### src/rtl/regfile_dump_reader.sv
// regfile_dump_reader: walks a register range through a combinational read port and streams it over valid/ready.
// Define REGFILE_DUMP_CHECKSUM_EN to add a running checksum output of the accepted words.
module regfile_dump_reader #(
  parameter int REG_NUM_WIDTH = 5,
  parameter int DATA_WIDTH    = 32
) (
  input  logic                     clk,
  input  logic                     rst_n,
  input  logic                     start,
  input  logic [REG_NUM_WIDTH-1:0] first_reg,
  input  logic [REG_NUM_WIDTH-1:0] last_reg,
  input  logic                     abort,
  output logic [REG_NUM_WIDTH-1:0] rf_rd_num,
  input  logic [DATA_WIDTH-1:0]    rf_rd_data,
  output logic                     out_valid,
  input  logic                     out_ready,
  output logic [DATA_WIDTH-1:0]    out_data,
  output logic [REG_NUM_WIDTH-1:0] out_num,
  output logic                     out_last,
  output logic                     busy,
  output logic                     done
`ifdef REGFILE_DUMP_CHECKSUM_EN
  ,
  output logic [DATA_WIDTH-1:0]    checksum
`endif
);
  typedef enum logic [1:0] {IDLE, FETCH, STREAM} state_t;
  state_t state, state_nx;
  logic [REG_NUM_WIDTH-1:0] cur, last_r, nxt;
  logic hs;
  assign hs  = out_valid && out_ready;
  assign nxt = cur + 1'b1;
  always_ff @(posedge clk or negedge rst_n)
    if (!rst_n) state <= IDLE;
    else state <= state_nx;
  always_comb
    state_nx = abort ? IDLE :
               state == IDLE  ? (start ? FETCH : IDLE) :
               state == FETCH ? STREAM :
               (hs && out_last) ? IDLE : STREAM;
  // STREAM presents cur+1 so the next word is ready at the handshake edge
  always_comb begin
    rf_rd_num = state == FETCH ? cur : state == STREAM ? nxt : '0;
    busy      = state != IDLE;
  end
  always_ff @(posedge clk or negedge rst_n) begin
    if (!rst_n) begin
      cur       <= '0;
      last_r    <= '0;
      out_valid <= 1'b0;
      out_data  <= '0;
      out_num   <= '0;
      out_last  <= 1'b0;
      done      <= 1'b0;
    end else begin
      done <= 1'b0;
      if (abort) begin
        out_valid <= 1'b0;
        out_last  <= 1'b0;
      end else if (state == IDLE && start) begin
        cur    <= first_reg;
        last_r <= last_reg;
      end else if (state == FETCH) begin
        out_data  <= rf_rd_data;
        out_num   <= cur;
        out_last  <= cur == last_r;
        out_valid <= 1'b1;
      end else if (state == STREAM && hs && out_last) begin
        out_valid <= 1'b0;
        done      <= 1'b1;
      end else if (state == STREAM && hs) begin
        out_data <= rf_rd_data;
        out_num  <= nxt;
        out_last <= nxt == last_r;
        cur      <= nxt;
      end
    end
  end
`ifdef REGFILE_DUMP_CHECKSUM_EN
  always_ff @(posedge clk or negedge rst_n)
    if (!rst_n) checksum <= '0;
    else if (abort || (state == IDLE && start)) checksum <= '0;
    else if (state == STREAM && hs) checksum <= checksum + out_data;
`endif
endmodule

### config.mk
export PLATFORM = sky130hd
export DESIGN_NAME = regfile_dump_reader
export DESIGN_NICKNAME = d
export VERILOG_FILES = /design/src/rtl/regfile_dump_reader.sv
export SDC_FILE = /design/constraint.sdc
export NUM_CORES = 1
export LEC_CHECK = 0
export BUFFER_PORTS_ARGS = -buffer_cell sky130_fd_sc_hd__buf_4
export CAP_MARGIN = 40
export CORE_MARGIN = 4
export CORE_UTILIZATION = 25
export CTS_BUF_LIST = sky130_fd_sc_hd__clkbuf_8
export DETAILED_ROUTE_END_ITERATION = 16
export GPL_ROUTABILITY_DRIVEN = 0
export HOLD_SLACK_MARGIN = 0.08
export PLACE_DENSITY = 0.49
export SETUP_SLACK_MARGIN = 0.5
export SLEW_MARGIN = 25
export SYNTH_ARGS = -nofsm -noshare
export SYNTH_HDL_FRONTEND = slang
export SYNTH_SLANG_ARGS = --single-unit
### constraint.sdc
create_clock -name clk -period 1.6 [get_ports clk]
set_input_delay 0.08 -clock clk [delete_from_list [all_inputs] [get_ports clk]]
set_output_delay 0.08 -clock clk [all_outputs]
set_load 0.005 [all_outputs]
### Word-level counts from Yosys, hierarchy flattened

Index checks and enable logic that the tools add are counted.
W data, S select, Z words.

| storage, ports and cells | value |
|---|---|
| register bits after elaboration | 52 |
| latch bits | 0 |
| bits in writable memories | 0 |
| ROM bits | 0 |
| input port bits | 47 |
| output and inout port bits | 46 |
| logic and storage cells | 64 |
| memories kept | 0 |

| cells by class | value |
|---|---|
| add/subtract/negate cells | 1 |
| multiply operators | 0 |
| divide/modulo/power cells | 0 |
| order comparisons | 0 |
| eq/ne operators | 9 |
| shifts and indexed selects | 0 |
| mux-type cells | 28 |
| bitwise logic cells | 2 |
| reduce and logical (&&, ||, !) cells | 16 |

Operators by type and width:

| operator | number |
|---|---|
| $mux W32 | 3 |
| $mux W5 | 7 |
| $mux W1 | 14 |
| $eq A5 B5 Y1 | 2 |
| $mux W2 | 4 |
| $reduce_and A4 Y1 | 2 |
| $ne A2 B2 Y1 const B | 3 |
| $reduce_bool A2 Y1 | 3 |
| $reduce_bool A3 Y1 | 2 |
| $add A5 B1 Y5 const B | 1 |
| $logic_and A1 B1 Y1 | 5 |
| $reduce_and A2 Y1 | 2 |
| $ne A3 B3 Y1 const B | 1 |
| $reduce_and A3 Y1 | 1 |
| $eq A2 B1 Y1 const B | 1 |
| $eq A2 B2 Y1 const B | 1 |
| $logic_not A2 Y1 | 1 |
| $ne A2 B1 Y1 const B | 1 |
| $not A1 Y1 | 2 |

### Longest topological paths before layout

| depth | value |
|---|---|
| depth in word-level cells | 7 |
| depth in mapped cells | 7 |
| mapped depth without buffers | 6 |

### Worst setup path before layout

No wires, ideal clock.

| path | value |
|---|---|
| kind | reg-to-reg |
| from | reg cur[1] |
| to | reg out_last |
| setup time | 122 ps |
| data arrival time | 1492 ps |
| data required time | 1478 ps |
| slack | -14 ps |
| cell stages (with the launch flop) | 7 |
| buffers on the path | 0 |
| clock period less this slack | 1614 ps |
| cells stage by stage | dfrtp_1 > ha_1 > nand3_1 > nand2_1 > mux2i_1 > o22ai_1 > a32o_1 |

| on the way | value |
|---|---|
| longest elaborated chain between the ends | 7 |
| elaborated cells on any way between the ends | 8 |
| classes of those cells | 1 x add/sub; 2 x eq/ne; 5 x mux |

RTL lines:

| item | RTL line | source |
|---|---|---|
| start, declared | 29 | `logic [REG_NUM_WIDTH-1:0] cur, last_r, nxt;` |
| start signal, assigned | 61 | `cur <= first_reg;` |
| start signal, assigned | 75 | `cur <= nxt;` |
| $add A5 B1 Y5 | 32 | `assign nxt = cur + 1'b1;` |
| $eq A5 B5 Y1 | 74 | `out_last <= nxt == last_r;` |
| $mux W1 | 71 | `end else if (state == STREAM && hs) begin` |
| $mux W1 | 68 | `end else if (state == STREAM && hs && out_last) begin` |
| $mux W1 (*) | 63 | `end else if (state == FETCH) begin` |
| $mux W1 (*) | 60 | `end else if (state == IDLE && start) begin` |
| $mux W1 (*) | 57 | `if (abort) begin` |
| end signal, assigned | 66 | `out_last <= cur == last_r;` |
| end signal, assigned | 74 |  |
| end, declared | 19 | `output logic out_last,` |

Mark *: on every way between the ends. The rest lies on a longest branch, timed or not. The select of a mux whose other input is x is not followed.
A chain may end at the register's enable or synchronous reset.

### Worst setup path after layout

| path | value |
|---|---|
| from | reg cur[1] |
| to | out rf_rd_num[4] |

| on the way | value |
|---|---|
| longest elaborated chain between the ends | 3 |

RTL lines:

| item | RTL line | source |
|---|---|---|
| $add A5 B1 Y5 | 32 |  |
| $mux W5 (2 in a row) | 43 | `rf_rd_num = state == FETCH ? cur : state == STREAM ? nxt : '0;` |
| end, declared | 13 | `output logic [REG_NUM_WIDTH-1:0] rf_rd_num,` |

Every way passes these cells.

==> impl_metrics.yaml <==
floorplan:
  fp.dieH_um: 106.7
  start_util_pct: 25.98
  dieWidth_um: 106.7
  ios: 93
  rows: 35
  core_area_um2: 9371
  die_area_um2: 11380
critical_path:
  path_delay_family: "flip-flops"
  end_kind: "output port"
  path_buf_inv: 2
  r2r-start: "state[0]"
  required_ns: 1.52
  crit_chain: "ha_4, buf_6, and3_4, o21ai_2, nand2_1, o31ai_2, buf_4"
  ff2ff_path_depth: 7
  cp_slowest_cell: "dfrtp_2"
  start_kind: "flop"
  worst-r2r-setup-slack_ns: -0.11
  cpPeakStageDelay_ns: 0.44
  cp.arrival_ns: 1.65
  crit_path_max_fanout: 5
  worstSetupPathType: "reg -> out"
  r2r_end: "out_data[20]"
global_routing:
  grt_pass1_wl_um: 12110
  grt_overflow: 0
  grt.total_usage_pct: 13.11
  antenna_found_initial: 0
  grt_pass1_vias: 2314
  grt_max_degree: 53
power_and_ir_drop:
  swShare_pct: 31.25
  finalPower_w: 0.005469
  power.share.clock_pct: 16.6
  peakVddDrop_uv: 466.7
  p_int_w: 0.003760
  p_per_area_nw_per_um2: 1165
  seq_power_share_pct: 37.1
  p_comb_share_pct: 46.4
  leakagePower_nw: 2.265
  p_switching_w: 0.001709
timing:
  finalHoldViolCount: 0
  timing.fmax_ghz: 0.5783
  fin_skew_ns: 0.008355
  rsz0062_at_grt: "yes"
  drv_slew: 0
  max_slew_margin_pct: 54.17
  fin_ws_ns: -0.1292
  setup-violations-final: 38
  tightest_slew_ns: 0.6875
  min_period_ns: 1.729
  timing.final.crit_share_pct: 108.1
finish:
  drive_gt1_share_pct: 62.30
  diodes: 0
  area_growth_pct: 92.75
  fill_cells: 893
  layout.nets: 429
status:
  outcome: "complete, but fails checks"
  violations: "setup timing"
logic_synthesis:
  syn-instance-count: 201
  postSynth.asyncResetShare_pct: 100.0
  ys_seq_area_share_pct: 53.44
  synth-simple-area-share_pct: 10.59
  synthMuxAreaShare_pct: 18.86
  synth_enable_flop_cells: 0
  synth_xor_area_share_pct: 3.237
  synth_ff_type: "dfrtp_1"
  synth_fp_nets: 249
  avgSynthCellArea_um2: 12.11
  synth_compound_area_share_pct: 9.507
  ys_types: 37
  syn-cell-area_um2: 2435
  yosysWarnings: 0
  synth_seq_cells: 52
  synth_top_family_by_area: "multiplexers"
  synthAdderAreaFrac_pct: 0.5139
min_path:
  min_path_type: "in -> reg"
  worstHoldPathCells: 3
  min_from: "first_reg[0]"
  holdPathEnd: "cur[0]"
placement:
  portBuffers: 92
  dp_worst_setup_slack_ns: 0.001680
  place_hpwl_um: 4641
drt:
  wl_per_cell_um: 15.24
  antenna_left: 0
  via_count: 2274
  routed_wl_um: 7786
  drc: 0
  drt-initial-drc-count: 105
  viasPerCell: 4.450
  drtPass1Iterations: 6
clocking:
  cts_tree: "built"
  clk_pin_slew_ns: 0.10
  clock_latency_ns: 0.30
  root_buffer: "clkbuf_8"
  ctsLongestPathBuffers: 2
  clock_sinks: 52
  h-tree-depth: 2
  cts_made_buffers: 5
job:
  drv_cap: 0
==> area by class of cell <==
type | count | area, µm² | area share [%]
repair buffers | 185 | 1728 | 36.82
multi-input cells | 135 | 1383 | 29.46
flip-flops and latches | 52 | 1306 | 27.83
well taps | 129 | 161.4 | 3.439
clock buffers | 5 | 68.82 | 1.466
clock inverters | 3 | 38.79 | 0.8264
inverters | 2 | 7.507 | 0.1600
==> per-stage QoR <==
| step | cells | cell area [µm²] | setup TNS [ns] | hold WS, ns | utilization [%] |
|---|---|---|---|---|---|
| after global placement | 428 | 3388 | 0 | 0.1769 | 36.15 |
| after floorplan | 201 | 2459 | 0 | -0.2156 | - |
| after global routing | 511 | 4693 | -5.701 | 0.09749 | 50.08 |
| after detailed placement | 428 | 3388 | 0 | 0.1752 | 36.15 |
| final | 511 | 4693 | -3.004 | 0.1019 | 50.08 |
| after CTS | 502 | 4431 | -1.630 | 0.1020 | 47.28 |
==> cells in the final DEF (no fill, tap or decap), drive strengths merged <==
master | Yosys | layout
mux2i | 3 | 3
clkinv | 0 | 1
nand3 | 3 | 3
nand2b | 3 | 3
nor3 | 4 | 4
a31oi | 3 | 3
a32o | 1 | 1
dlygate4sd3 | 0 | 40
mux2 | 37 | 37
dfrtp | 52 | 52
o21bai | 1 | 1
a211o | 1 | 2
buf | 10 | 143
and3 | 4 | 4
nor2b | 2 | 2
a21oi | 5 | 5
nor4 | 3 | 3
nand4 | 1 | 1
and2b | 1 | 1
a21o | 1 | 1
o22ai | 1 | 1
xor2 | 2 | 2
nor2 | 12 | 12
o22a | 3 | 3
a22o | 1 | 1
nand2 | 16 | 16
inv | 2 | 3
bufinv | 0 | 1
o21ai | 14 | 14
xnor2 | 7 | 7
ha | 1 | 1
o311ai | 1 | 1
o31ai | 3 | 3
clkbuf | 3 | 7
==> sequential cells by signal, summed over array words and instances, names as in the netlist <==
name / count
last_r: 5
done: 1
out_data: 32
out_last: 1
out_valid: 1
cur: 5
out_num: 5
state: 2
==> cells by family (layout without fill, tap and decap cells) <==
| group | Yosys count | in the layout |
|---|---|---|
| xor gates and xnor gates | 9 | 9 |
| AOI/OAI and AO/OA | 35 | 36 |
| and+or+nand+nor | 49 | 49 |
| muxes | 40 | 40 |
| DFF | 52 | 52 |
| adders and majority gates | 1 | 1 |
| buffers and inverters | 15 | 195 |
==> synthesized netlist by cell type (4+ instances only) <==
cell type  instances  area (µm²)
a21oi_1            5       25.02
and3_1             4       25.02
buf_2              6       30.03
buf_6              4       45.04
dfrtp_1           52        1301
mux2_1             5       56.30
mux2_2            32       360.4
nand2_1           16       60.06
nor2_1            11       41.29
o21ai_0           14       70.07
xnor2_1            7       61.31
==> how the worst max path moves through the flow <==
stage	start	end	cells past startpoint
2_1_floorplan	state[1]	out_data[0]	5
3_3_place_gp	state[1]	cur[0]	4
3_5_place_dp	state[1]	out_last	7
4_1_cts	cur[1]	rf_rd_num[4]	7
5_1_grt	cur[1]	rf_rd_num[4]	7
6_report	cur[1]	rf_rd_num[4]	7
==> worst register-to-register path: cells and delay by family (launching register included) <==
| kind | cells | cell delay, ns |
|---|---|---|
| muxes | 1 | 0.30 |
| DFF | 1 | 0.44 |
| and+or+nand+nor | 1 | 0.22 |
| buffers and inverters | 4 | 0.47 |
| AOI/OAI and AO/OA | 1 | 0.18 |
==> timing repair <==
action / in CTS / in global routing
gates cloned: 4 / 2
endpoints found under the setup margin: 56 / 58
endpoints found under the hold margin: 93 / 0
hold buffers: 40 / 0
buffers inserted: 22 / 7
resized for setup: 80 / 44
pin swaps: 16 / 16
==> power by group through the flow <==
stage	Clock, W	Combinational [W]	Sequential [W]
floorplan	0	0.000925	0.00196
global placement	0	0.00184	0.00201
detailed placement	0	0.00185	0.00202
CTS	0.000950	0.00233	0.00201
global route	0.000994	0.00272	0.00209
finish	0.000906	0.00254	0.00203
==> metal layers <==
metal	global-route usage, %	part of all wire (%)	wire (µm)	vias to the layer above
met5	0	0	0	-
met4	2.466	0.81	63	0
met3	2.408	4.3	333	9
met2	22.66	49	3853	66
met1	17.25	45	3535	1130
li1	-	-	-	1069
Note: power is estimated with default switching activity, not from simulation.
